--- config.mk ---
export PLATFORM = sky130hd
export DESIGN_NAME = key_event_sched
export DESIGN_NICKNAME = d
export VERILOG_FILES = /design/src/rtl/key_event_sched.sv
export SDC_FILE = /design/constraint.sdc
export NUM_CORES = 1
export LEC_CHECK = 0
export CAP_MARGIN = 15
export CELL_PAD_IN_SITES_DETAIL_PLACEMENT = 1
export CELL_PAD_IN_SITES_GLOBAL_PLACEMENT = 2
export CORE_MARGIN = 4
export CORE_UTILIZATION = 30
export DETAILED_ROUTE_END_ITERATION = 10
export HOLD_SLACK_MARGIN = 0.08
export MAX_ROUTING_LAYER = met4
export PLACE_DENSITY_LB_ADDON = 0.1
export SLEW_MARGIN = 0
export SYNTH_ARGS = -nofsm -noshare
export SYNTH_HDL_FRONTEND = slang
export SYNTH_SLANG_ARGS = --single-unit
--- constraint.sdc ---
create_clock -name CLK -period 3.7 [get_ports CLK]
set_input_delay 0.74 -clock CLK [delete_from_list [all_inputs] [get_ports CLK]]
set_output_delay 0.74 -clock CLK [all_outputs]
set_load 0.02 [all_outputs]
--- src/rtl/key_event_sched.sv ---
// key_event_sched: latches one pending event per key and serialises them round-robin onto a
// valid/ready stream. Auto-repeat for held keys is compiled in with `define KEY_AUTOREPEAT_EN.
module key_event_sched #(
  parameter int N_KEYS     = 4,
  parameter int IDX_W      = 2,
  parameter int PRESC_BITS = 17,
  parameter int REP_W      = 4,
  parameter int REP_DELAY  = 8,
  parameter int REP_PERIOD = 3
) (
  input  logic              CLK,
  input  logic              RST,
  input  logic [N_KEYS-1:0] press,
  input  logic [N_KEYS-1:0] level,
  output logic              ev_valid,
  output logic [IDX_W-1:0]  ev_key,
  output logic              ev_repeat,
  input  logic              ev_ready,
  output logic              drop
);

  logic [N_KEYS-1:0] pending_q, pending_d;
  logic [N_KEYS-1:0] fire, set_ev, gnt_vec;
  logic [IDX_W-1:0]  ptr_q, ptr_d;
  logic              ev_valid_q, ev_valid_d;
  logic [IDX_W-1:0]  ev_key_q, ev_key_d;
  logic              drop_q, drop_d;
  logic              load, grant_found;
  logic [IDX_W-1:0]  grant_idx;

  assign load   = !ev_valid_q || ev_ready;
  assign set_ev = press | fire;

  // First pass covers ptr..N-1; the second pass then yields the lowest index below ptr.
  always_comb begin
    grant_found = 1'b0;
    grant_idx   = '0;
    for (int i = 0; i < N_KEYS; i++) begin
      if (!grant_found && pending_q[i] && (IDX_W'(i) >= ptr_q)) begin
        grant_found = 1'b1;
        grant_idx   = IDX_W'(i);
      end
    end
    for (int i = 0; i < N_KEYS; i++) begin
      if (!grant_found && pending_q[i]) begin
        grant_found = 1'b1;
        grant_idx   = IDX_W'(i);
      end
    end
  end

  always_comb begin
    gnt_vec = '0;
    for (int i = 0; i < N_KEYS; i++) begin
      gnt_vec[i] = load && grant_found && (grant_idx == IDX_W'(i));
    end
  end

  // A set event on the key being granted keeps it pending and does not count as a coalesce.
  always_comb begin
    pending_d  = (pending_q & ~gnt_vec) | set_ev;
    drop_d     = |(set_ev & pending_q & ~gnt_vec);
    ev_valid_d = ev_valid_q;
    ev_key_d   = ev_key_q;
    ptr_d      = ptr_q;
    if (load) begin
      ev_valid_d = grant_found;
      if (grant_found) begin
        ev_key_d = grant_idx;
        ptr_d    = (grant_idx == IDX_W'(N_KEYS - 1)) ? '0 : grant_idx + 1'b1;
      end
    end
  end

  always_ff @(posedge CLK or posedge RST) begin
    if (RST) begin
      pending_q  <= '0;
      ptr_q      <= '0;
      ev_valid_q <= 1'b0;
      ev_key_q   <= '0;
      drop_q     <= 1'b0;
    end else begin
      pending_q  <= pending_d;
      ptr_q      <= ptr_d;
      ev_valid_q <= ev_valid_d;
      ev_key_q   <= ev_key_d;
      drop_q     <= drop_d;
    end
  end

  assign ev_valid = ev_valid_q;
  assign ev_key   = ev_key_q;
  assign drop     = drop_q;

`ifdef KEY_AUTOREPEAT_EN
  logic [PRESC_BITS-1:0] presc_q, presc_d;
  logic [N_KEYS-1:0]     pend_rep_q, pend_rep_d;
  logic                  ev_repeat_q, ev_repeat_d;
  logic                  tick;

  assign presc_d = presc_q + 1'b1;
  assign tick    = &presc_q;

  for (genvar gi = 0; gi < N_KEYS; gi++) begin : g_rep
    logic [REP_W-1:0] cnt_q, cnt_d;

    always_comb begin
      cnt_d = cnt_q;
      if (press[gi]) begin
        cnt_d = REP_W'(REP_DELAY);
      end else if (!level[gi]) begin
        cnt_d = '0;
      end else if (tick && (cnt_q != '0)) begin
        cnt_d = (cnt_q == REP_W'(1)) ? REP_W'(REP_PERIOD) : cnt_q - 1'b1;
      end
    end

    assign fire[gi] = tick && level[gi] && !press[gi] && (cnt_q == REP_W'(1));

    always_ff @(posedge CLK or posedge RST) begin
      if (RST) cnt_q <= '0;
      else     cnt_q <= cnt_d;
    end
  end

  // A repeat coalescing into a still-pending press must not turn it into a repeat.
  always_comb begin
    pend_rep_d = pend_rep_q;
    for (int i = 0; i < N_KEYS; i++) begin
      if (press[i]) begin
        pend_rep_d[i] = 1'b0;
      end else if (fire[i] && !(pending_q[i] && !gnt_vec[i])) begin
        pend_rep_d[i] = 1'b1;
      end
    end
    ev_repeat_d = ev_repeat_q;
    if (load && grant_found) ev_repeat_d = pend_rep_q[grant_idx];
  end

  always_ff @(posedge CLK or posedge RST) begin
    if (RST) begin
      presc_q     <= '0;
      pend_rep_q  <= '0;
      ev_repeat_q <= 1'b0;
    end else begin
      presc_q     <= presc_d;
      pend_rep_q  <= pend_rep_d;
      ev_repeat_q <= ev_repeat_d;
    end
  end

  assign ev_repeat = ev_repeat_q;
`else
  logic                                                 unused_level;
  logic [PRESC_BITS+REP_W+REP_DELAY+REP_PERIOD-1:0]     unused_cfg;

  assign unused_level = ^level;
  assign unused_cfg   = '0;
  assign fire         = '0;
  assign ev_repeat    = 1'b0;
`endif

endmodule

==> impl_metrics.py <==
metrics = {
    "clock_tree": {
        "h-tree-depth": 1,
        "cts_tree": "yes",
        "root_buffer": "clkbuf_4",
        "hold_buffers": 0,
        "clk_pin_slew_ns": 0.07,
        "clockBufferDepth": 2,
        "cts_num_sinks": 10,
        "cts_resized": 0,
        "cts_buffers": 3,
        "post_cts_buffers": 0,
        "clkLatencyLatePin_ns": 0.26,
    },
    "cells_and_area": {
        "final_area_um2": 766,
        "drive_gt1_frac": 0.122,
        "nets": 90,
        "fin_cells": 101,
        "syn2layout_area_growth_pct": 26.2,
        "diodes": 0,
    },
    "setup_path": {
        "crit_arrival_ns": 1.21,
        "worstPathRequired_ns": 2.96,
        "critical_path_class": "reg2out",
        "critPathMaxFanout": 2,
        "worst-path-buf-inv": 1,
        "cpPeakStageDelay_ns": 0.60,
        "path_cells": "clkdlybuf4s50_1",
        "r2r_slack_ns": 1.93,
        "cpLargestDelayFamily": "buffers and inverters",
        "endpoint_kind": "output pin",
        "critPathSlowestCell": "clkdlybuf4s50_1",
        "path_depth": 1,
        "r2r_cells": 7,
        "start_kind": "flip-flop",
    },
    "placed_design": {
        "postPlaceCellArea_um2": 729,
        "place_ws_ns": 1.49,
        "hpwl_um": 1060,
        "globalplace.congestion": 0.696,
        "placed_cells": 97,
        "io_buffers": 10,
    },
    "synth": {
        "ys_seq_area_frac": 0.412,
        "synth-edff-count": 0,
        "yosys.area.top_type": "dfrtp_1",
        "synth-seq-cells": 10,
        "ys_types": 29,
        "avgSynthCellArea_um2": 9.79,
        "synth_async_sr_flop_share": 1.00,
        "syn_area_um2": 607,
        "synth_nets": 77,
        "syn_inst": 62,
        "synth.top_cell.area_share": 0.412,
        "ys_warn_count": 0,
        "ys_top_cells_by_area": "dfrtp_1 41%, ha_1 8.2%, o21ai_0 6.6%, o211ai_1 4.9%, nand2b_1 4.1%",
        "ys.flop_type": "dfrtp_1",
    },
    "die": {
        "core_area_um2": 1940,
        "rows": 16,
        "die_area_um2": 2810,
        "initial_core_util": 0.313,
        "die_h_um": 53.0,
        "ios": 16,
        "die_x_um": 53.0,
    },
    "status": {
        "outcome": "completed",
    },
    "global_routing": {
        "track_usage": 0.130,
        "grt_pass1_vias": 522,
        "grt_pass1_wl_um": 2510,
        "grt_max_degree": 15,
        "grt_overflow_total": 0,
        "antenna_found_initial": 0,
    },
    "routing": {
        "dr.pass1.iters": 4,
        "drc": 0,
        "vias": 487,
        "ant_nets": 0,
        "drt_iter0_markers": 4,
        "vias_per_cell": 4.82,
        "wl_per_cell_um": 13.6,
        "totalWireLength_um": 1370,
    },
    "timing": {
        "setup_viol": 0,
        "fin_crit_ns": 1.95,
        "finalCritPeriodShare": 0.526,
        "finClkSkew_ns": 0.00326,
        "fin_ws_ns": 1.75,
        "maxSlewViolCount": 0,
        "rsz0062_at_grt": "false",
        "fin_tns_setup_ns": 0,
        "max_freq_mhz": 514,
        "final_hold_viol_count": 0,
    },
    "hold_path": {
        "holdPathStages": 2,
        "worstHoldPathType": "reg2reg",
    },
    "pwr": {
        "vdd_drop_max_uv": 280,
        "pwr_density_cell_nw_per_um2": 763,
        "power_uw": 584,
        "power_leakage_uw": 0.000321,
    },
    "job": {
        "cap_viol_max_count": 0,
    },
}
-- layer usage --
layer  GRT usage  up-vias  part of all wire
li1            -      240                 -
met1       0.163      237              0.47
met2       0.194        8              0.46
met3      0.0310        2             0.057
met4      0.0638        0             0.010
met5           -        -                 0
-- cells by family after synthesis --
group                    synth area share
buffers and inverters              0.0557
multiplexers                       0.0165
AO/OA/AOI/OAI                       0.233
flip-flops                          0.412
other                             0.00618
adder cells (fa/ha/maj)            0.0825
AND/OR/NAND/NOR                     0.194
-- placed cells by master, fill, tap and decap left out --
master / netlist / routed
a21boi_0: 1 / 1
a21oi_1: 1 / 1
and2b_2: 1 / 1
and3b_1: 1 / 1
clkbuf_4: 0 / 3
clkbuf_8: 0 / 1
clkdlybuf4s50_1: 0 / 10
conb_1: 1 / 1
dfrtp_1: 10 / 10
ha_1: 4 / 4
inv_1: 6 / 6
mux2i_1: 1 / 1
nand2_1: 1 / 1
nand2b_1: 4 / 4
nand4_1: 1 / 1
nor2_1: 4 / 4
nor4_4: 1 / 1
o211ai_1: 4 / 4
o21a_1: 1 / 1
o21ai_0: 8 / 8
o21bai_1: 1 / 1
o22ai_1: 1 / 1
o2bb2ai_1: 1 / 1
o31a_1: 1 / 1
o31ai_1: 1 / 1
o31ai_2: 1 / 1
or2_1: 1 / 1
or2_2: 1 / 1
or2_4: 1 / 1
or2b_1: 1 / 1
-- stage by stage --
step	utilization	hold slack, ns
after global placement	0.376	0.498
final	0.394	0.512
after global routing	0.394	0.571
after detailed placement	0.376	0.510
after floorplan	-	0.580
after CTS	0.394	0.521
-- state kept, by name, summed over array words and instances, names as in the netlist --
| register | count |
|---|---|
| pending_q | 4 |
| ev_key | 2 |
| ptr_q | 2 |
| drop | 1 |
| ev_valid | 1 |
-- cell usage after synthesis (all sizes together) (2+ instances only) --
library cell / n
dfrtp: 10
ha: 4
inv: 6
nand2b: 4
nor2: 4
o211ai: 4
o21ai: 8
o31ai: 2
or2: 3
-- area by class of cell --
type / instances / area, um^2
multi-input combinational: 44 / 323
clock buffer: 4 / 36.3
fill: 246 / 1180
tap: 27 / 33.8
inverter: 6 / 22.5
timing repair buffer: 10 / 100
sequential: 10 / 250
-- power breakdown --
part / switching, uW / internal, uW
registers: 57.2 / 151
clock network: 39.8 / 59.7
logic: 150 / 127
-- worst paths after layout --
check / to / startpoint
min in group asynchronous: pending_q[2] / RST
min: ev_key[0] / ev_key[0]
max: ev_key[1] / ev_key[1]
min reg2reg: ev_key[0] / ev_key[0]
max in group asynchronous: ev_key[1] / RST
max reg2reg: drop / ptr_q[1]
Power figures use the tool's default switching activity.
